===== src/rtl/piso_stream_pkg.sv =====
// ---------------------------------------------------------------------------
// piso_stream_pkg
//   Shared definitions for the parallel-in/serial-out streaming block.
//
//   Contents:
//     clog2()        - ceiling log2, used to size the word counter
//     piso_state_t   - two-state FSM type (IDLE / SHIFT)
//     ST_IDLE        - no frame loaded, output side idle
//     ST_SHIFT       - frame loaded, words being presented on the output
//     PISO_*_POLY    - default width pair for the polynomial packer path
//     PISO_*_HASH    - default width pair for the hash-absorb path
// ---------------------------------------------------------------------------
package piso_stream_pkg;

  // Ceiling log2 with a floor of 0; bounded loop so it folds at elaboration.
  function automatic int unsigned clog2(input int unsigned value);
    int unsigned result;
    result = 0;
    for (int i = 0; i < 32; i++) begin
      if ((64'd1 << i) < 64'(value)) begin
        result = i + 1;
      end
    end
    return result;
  endfunction

  typedef logic piso_state_t;

  localparam piso_state_t ST_IDLE  = 1'b0;
  localparam piso_state_t ST_SHIFT = 1'b1;

  // Width pairs used by the packers feeding this block.
  localparam int unsigned PISO_N_POLY = 1344;
  localparam int unsigned PISO_M_POLY = 64;
  localparam int unsigned PISO_N_HASH = 256;
  localparam int unsigned PISO_M_HASH = 64;

endpackage


===== src/rtl/piso_stream.sv =====
// ---------------------------------------------------------------------------
// piso_stream
//   Accepts one N-bit word over a valid/ready handshake and emits it as
//   K = N/M words of M bits over a valid/ready handshake with back-pressure.
//   The final word of each frame is flagged with out_last. Word order is
//   selectable: MSB_FIRST=1 emits in_data[N-1:N-M] first, MSB_FIRST=0 emits
//   in_data[M-1:0] first. A new frame can be loaded on the same edge that the
//   last word of the current frame is accepted, so back-to-back frames stream
//   without a bubble.
//
// Parameters:
//   N          parallel input width (N % M == 0, N / M >= 2)
//   M          serial output word width
//   MSB_FIRST  word order select
//
// Ports:
//   clk        rising-edge clock
//   rst        asynchronous reset, active-high
//   in_valid   in_data is valid
//   in_ready   block can accept a parallel word this cycle
//   in_data    N-bit parallel word
//   out_valid  out_data is valid
//   out_ready  sink accepts out_data this cycle
//   out_data   current M-bit serial word
//   out_last   high with the final word of a frame
//   busy       a frame is loaded and not fully emitted
// ---------------------------------------------------------------------------
module piso_stream
  import piso_stream_pkg::*;
#(
  parameter int unsigned N         = PISO_N_POLY,
  parameter int unsigned M         = PISO_M_POLY,
  parameter bit          MSB_FIRST = 1'b1
) (
  input  logic         clk,
  input  logic         rst,
  input  logic         in_valid,
  output logic         in_ready,
  input  logic [N-1:0] in_data,
  output logic         out_valid,
  input  logic         out_ready,
  output logic [M-1:0] out_data,
  output logic         out_last,
  output logic         busy
);

  localparam int unsigned K  = N / M;
  localparam int unsigned CW = clog2(K);

  localparam logic [CW-1:0] CNT_LAST = CW'(K - 1);

  if (((N % M) != 0) || ((N / M) < 2)) begin : g_bad_params
    $error("piso_stream: N must be a multiple of M with N/M >= 2");
  end

  // -------------------------------------------------------------------------
  // State
  // -------------------------------------------------------------------------
  piso_state_t   r_state;
  logic [CW-1:0] r_cnt;
  logic [N-1:0]  r_sreg;

  piso_state_t   w_state_nxt;
  logic [CW-1:0] w_cnt_nxt;
  logic [N-1:0]  w_sreg_nxt;

  logic          w_out_valid;
  logic          w_out_last;
  logic          w_xfer;
  logic          w_load;
  logic [N-1:0]  w_sreg_shifted;
  logic [M-1:0]  w_head;

  // -------------------------------------------------------------------------
  // Word-order dependent datapath: which end of sreg is the output end and
  // which way the remaining words move after a transfer.
  // -------------------------------------------------------------------------
  if (MSB_FIRST) begin : g_msb_first
    assign w_head         = r_sreg[N-1 -: M];
    assign w_sreg_shifted = {r_sreg[N-M-1:0], {M{1'b0}}};
  end else begin : g_lsb_first
    assign w_head         = r_sreg[M-1:0];
    assign w_sreg_shifted = {{M{1'b0}}, r_sreg[N-1:M]};
  end

  // -------------------------------------------------------------------------
  // Handshake decode
  // -------------------------------------------------------------------------
  // out_valid and out_last come straight from registers so neither depends
  // on out_ready; only in_ready looks at out_ready, to allow a reload on the
  // same edge that the last word leaves.
  assign w_out_valid = (r_state == ST_SHIFT);
  assign w_out_last  = w_out_valid && (r_cnt == CNT_LAST);
  assign w_xfer      = w_out_valid && out_ready;

  assign in_ready = !rst && ((r_state == ST_IDLE) || (w_xfer && w_out_last));
  assign w_load   = in_valid && in_ready;

  // -------------------------------------------------------------------------
  // Next-state logic
  // -------------------------------------------------------------------------
  always_comb begin
    w_state_nxt = r_state;
    w_cnt_nxt   = r_cnt;
    w_sreg_nxt  = r_sreg;

    case (r_state)
      ST_IDLE: begin
        if (w_load) begin
          w_sreg_nxt  = in_data;
          w_cnt_nxt   = '0;
          w_state_nxt = ST_SHIFT;
        end
      end

      ST_SHIFT: begin
        if (w_xfer) begin
          if (w_out_last) begin
            w_cnt_nxt = '0;
            if (w_load) begin
              // Reload in place: the next frame's first word is presented on
              // the very next cycle.
              w_sreg_nxt = in_data;
            end else begin
              w_state_nxt = ST_IDLE;
            end
          end else begin
            w_sreg_nxt = w_sreg_shifted;
            w_cnt_nxt  = r_cnt + CW'(1);
          end
        end
      end

      default: begin
        w_state_nxt = ST_IDLE;
        w_cnt_nxt   = '0;
      end
    endcase
  end

  // -------------------------------------------------------------------------
  // Registers
  // -------------------------------------------------------------------------
  always_ff @(posedge clk or posedge rst) begin
    if (rst) begin
      r_state <= ST_IDLE;
      r_cnt   <= '0;
      r_sreg  <= '0;
    end else begin
      r_state <= w_state_nxt;
      r_cnt   <= w_cnt_nxt;
      r_sreg  <= w_sreg_nxt;
    end
  end

  // -------------------------------------------------------------------------
  // Outputs
  // -------------------------------------------------------------------------
  // out_data is driven from sreg in every state; sinks ignore it while
  // out_valid is low.
  assign out_valid = w_out_valid;
  assign out_last  = w_out_last;
  assign out_data  = w_head;
  assign busy      = w_out_valid;

endmodule

===== config.mk =====
export PLATFORM = sky130hd
export DESIGN_NAME = piso_stream
export DESIGN_NICKNAME = d
export VERILOG_FILES = /design/src/rtl/piso_stream_pkg.sv /design/src/rtl/piso_stream.sv
export SDC_FILE = /design/constraint.sdc
export NUM_CORES = 2
export LEC_CHECK = 0
export CAP_MARGIN = 5
export CORE_AREA = 4 4 546 548
export DETAILED_ROUTE_END_ITERATION = 16
export DIE_AREA = 0 0 550 552
export GPL_ROUTABILITY_DRIVEN = 0
export SYNTH_ARGS = -nofsm -noshare
export SYNTH_HDL_FRONTEND = slang
export SYNTH_SLANG_ARGS = --single-unit

===== constraint.sdc =====
create_clock -name clk -period 95.3 [get_ports clk]
set_input_delay 28.59 -clock clk [delete_from_list [all_inputs] [get_ports clk]]
set_output_delay 28.59 -clock clk [all_outputs]
set_load 0.005 [all_outputs]

==> summary.md <==
| Metric | Value |
|---|---|
| Status | `finished, final reports clean` |
| Post-synthesis cell type count | `42` |
| Total Die Area | `~300000 sq um` |
| Crit path capture type | `output port` |
| Most common cell after layout, fill and taps aside | `clkdlybuf4s50_1` |
| Max Cap Violations | `0` |
| Buffers & Inverters on Critical Path | `2` |
| Final hold violations | `0` |
| Clock sink count | `approximately 1.4k` |
| Final period demand of the worst path | `~60000 ps` |
| Pwr dens | `approximately 27 nW/um^2` |
| Die height | `between 500 and 600 um` |
| Initial core utilization | `0.201` |
| Critical path arrival | `30140 ps` |
| WS Path Type | `input port to output port` |
| Post-Syn Area | `~60000 sq um` |
| Largest net degree at the start of global routing | `252` |
| Post-synthesis sequential area ratio | `0.573` |
| CP Data Required Time | `66710 ps` |
| Worst-margin pin slew | `approximately 1400 ps` |
| Number of global-route vias before repair | `about 50k` |
| Period utilization | `0.616` |
| Core area | `~290000 sq um` |
| Post-cts resize count | `0` |
| Drc violations | `0` |
| Syn Inst Count | `4665` |
| Die width | `roughly 550 um` |
| Vias | `roughly 50k` |
| Critical path's slowest cell | `clkdlybuf4s50_1` |
| Final instance area | `approximately 82000 sq um` |
| Final net count | `between 7k and 8k` |
| Most frequent cells in the layout | `clkdlybuf4s50_1, dfrtp_1, and3_1, a221o_1, or3_1` |
| Slowest stage delay, CP | `between 700 and 800 ps` |
| Area delta synth->final | `38.7%` |
| IO Port Bufs | `about 1.4k` |
| Yosys reg bits | `1350` |
| # IOs | `approximately 1.4k` |
| Site Rows | `approximately 200` |
| Syn_nets | `between 6k and 7k` |
| Setup bufs post-CTS | `0` |
| Hold Buf Count CTS | `0` |
| Gr usage total | `0.190` |
| Critical-path maximum fanout | `8` |
| RSZ-0062 raised after global routing | `false` |
| Setup TNS | `0 ps` |
| CTS H-tree depth | `4` |
| Max-Slew Margin vs Limit | `0.0992` |
| Aggregate routed wire length | `between 300000 and 400000 um` |
| Cell Chain, Critical Path | `clkdlybuf4s50_1, a21boi_0, nor2_1, clkdlybuf4s50_1` |
| Num CTS Buffers | `roughly 170` |
| Slew Limit Fails | `0` |
| Clock Path Buffers | `4` |
| Clock slew at reported path FFs | `about 70 ps` |
| Syn avg cell area | `around 13 sq um` |
| Drt pass-1 iters | `5` |
| Root buf cell | `clkbuf_16` |
| Fmax | `0.0170 GHz` |
| Area after DPL | `75800 sq um` |
| Total power | `about 0.0022 W` |
| Initial antenna violation count | `between 150 and 200` |
| Worst IR Drop VDD | `about 0.019 mV` |
| Worst-Skew Late Latency | `about 820 ps` |
| Share of cells above drive strength 1 | `0.124` |
| Synth Warn # | `0` |
| CP dominant cell by count | `clkdlybuf4s50_1` |
| Post-route ant nets | `0` |
| Vias per inst | `roughly 5.1` |
| Crit path max-delay family | `buffers and inverters` |
| Setup Skew | `a little over 50 ps` |
| Worst min-delay path class | `flip-flop to flip-flop` |
| Worst setup SP type | `input port` |
| Leak pwr | `between 30 and 40 nW` |
| Routed length per instance | `between 30 and 40 um` |
| Global-route wire length before repair | `between 400000 and 500000 um` |
| Final setup fails | `0` |
| CTS tree | `built` |
| Post-DP HPWL | `227000 um` |
| Grt ovf | `0` |
| Initial DRC Count | `5995` |
==> per-stage QoR <==
step / hold slack (ps) / cells / util / setup slack [ps]
3_5_place_dp: 484 / 9424 / 0.259 / 36570
2_1_floorplan: 464 / 4665 / - / 28650
3_3_place_gp: 479 / 9424 / 0.259 / 36490
5_1_grt: 509 / 9782 / 0.279 / 36510
4_1_cts: 499 / 9720 / 0.278 / 36560
6_report: 501 / 9823 / 0.279 / 36570
==> metal layers <==
metal / wire length, um / vias up / global-route usage / part of all wire
li1: - / 21099 / - / -
met1: 111000 / 25582 / 0.214 / 0.36
met2: 146000 / 2451 / 0.312 / 0.48
met3: 23900 / 644 / 0.0500 / 0.078
met4: 23300 / 76 / 0.135 / 0.077
met5: 490 / - / 0 / 0.0016
==> sequential cells by signal, indices dropped and copies added (netlist names) <==
| register | cells |
|---|---|
| busy | 1 |
| r_cnt | 5 |
| r_sreg | 1344 |
==> path summary, 6_finish.rpt <==
check                           from           end  slack, ps  cells past startpoint
max                        out_ready      in_ready      36570                      4
min                        r_sreg[3]     r_sreg[3]        500                      1
max reg2reg                 r_cnt[0]  r_sreg[1295]      89380                     11
min reg2reg                r_sreg[3]     r_sreg[3]        500                      1
max in group asynchronous        rst   r_sreg[418]      63040                      6
min in group asynchronous        rst     r_sreg[3]      28420                      2
==> synthesized netlist by cell type, drive strengths merged <==
cell     instances  area [sq um]
dfrtp         1350         33800
a221o          878          8790
and3           878          5490
o221a          402          4530
or3            402          2510
clkbuf         378          1430
buf            272          1590
a22o            64           561
inv              4          15.0
nand2            4          15.0
and2             2          12.5
and4b            2          20.0
ha               2          25.0
mux2i            2          20.0
nand3            2          10.0
nor3b            2          20.0
o21ai            2          10.0
o31ai            2          20.0
a211o            1          8.76
a21boi           1          7.51
a21oi            1          5.00
a22oi            1          21.3
a2bb2oi          1          8.76
a311o            1          10.0
a31oi            1          6.26
nand2b           1          6.26
nand4b           1          8.76
nor2             1          3.75
nor2b            1          6.26
o2111ai          1          8.76
o211ai           1          7.51
o22ai            1          12.5
or2              1          6.26
or3b             1          8.76
or4              1          7.51
==> report_power, final <==
group	internal [W]	leakage (nW)	switching, W
logic	0.000310	16.3	0.000242
clock network	0.000401	2.84	0.000273
registers	0.000782	17.0	0.000167
total	0.00149	36.2	0.000682
==> kinds of logic after synthesis <==
logic type	synth area share
fa+ha+maj	0.000424
buf+inv	0.0514
simple gates	0.138
mux	0.000339
flops	0.573
compound gates	0.237
==> layout make-up <==
| type | instances | area [sq um] |
|---|---|---|
| sequential | 1350 | 33800 |
| antenna | 103 | 258 |
| multi-input combinational | 2661 | 22200 |
| inverter | 4 | 22.5 |
| clock inverter | 66 | 972 |
| fill | 30201 | 211000 |
| timing repair buffer | 1490 | 14800 |
| tap | 3919 | 4900 |
| clock buffer | 230 | 4790 |
Power figures use the tool's default switching activity.
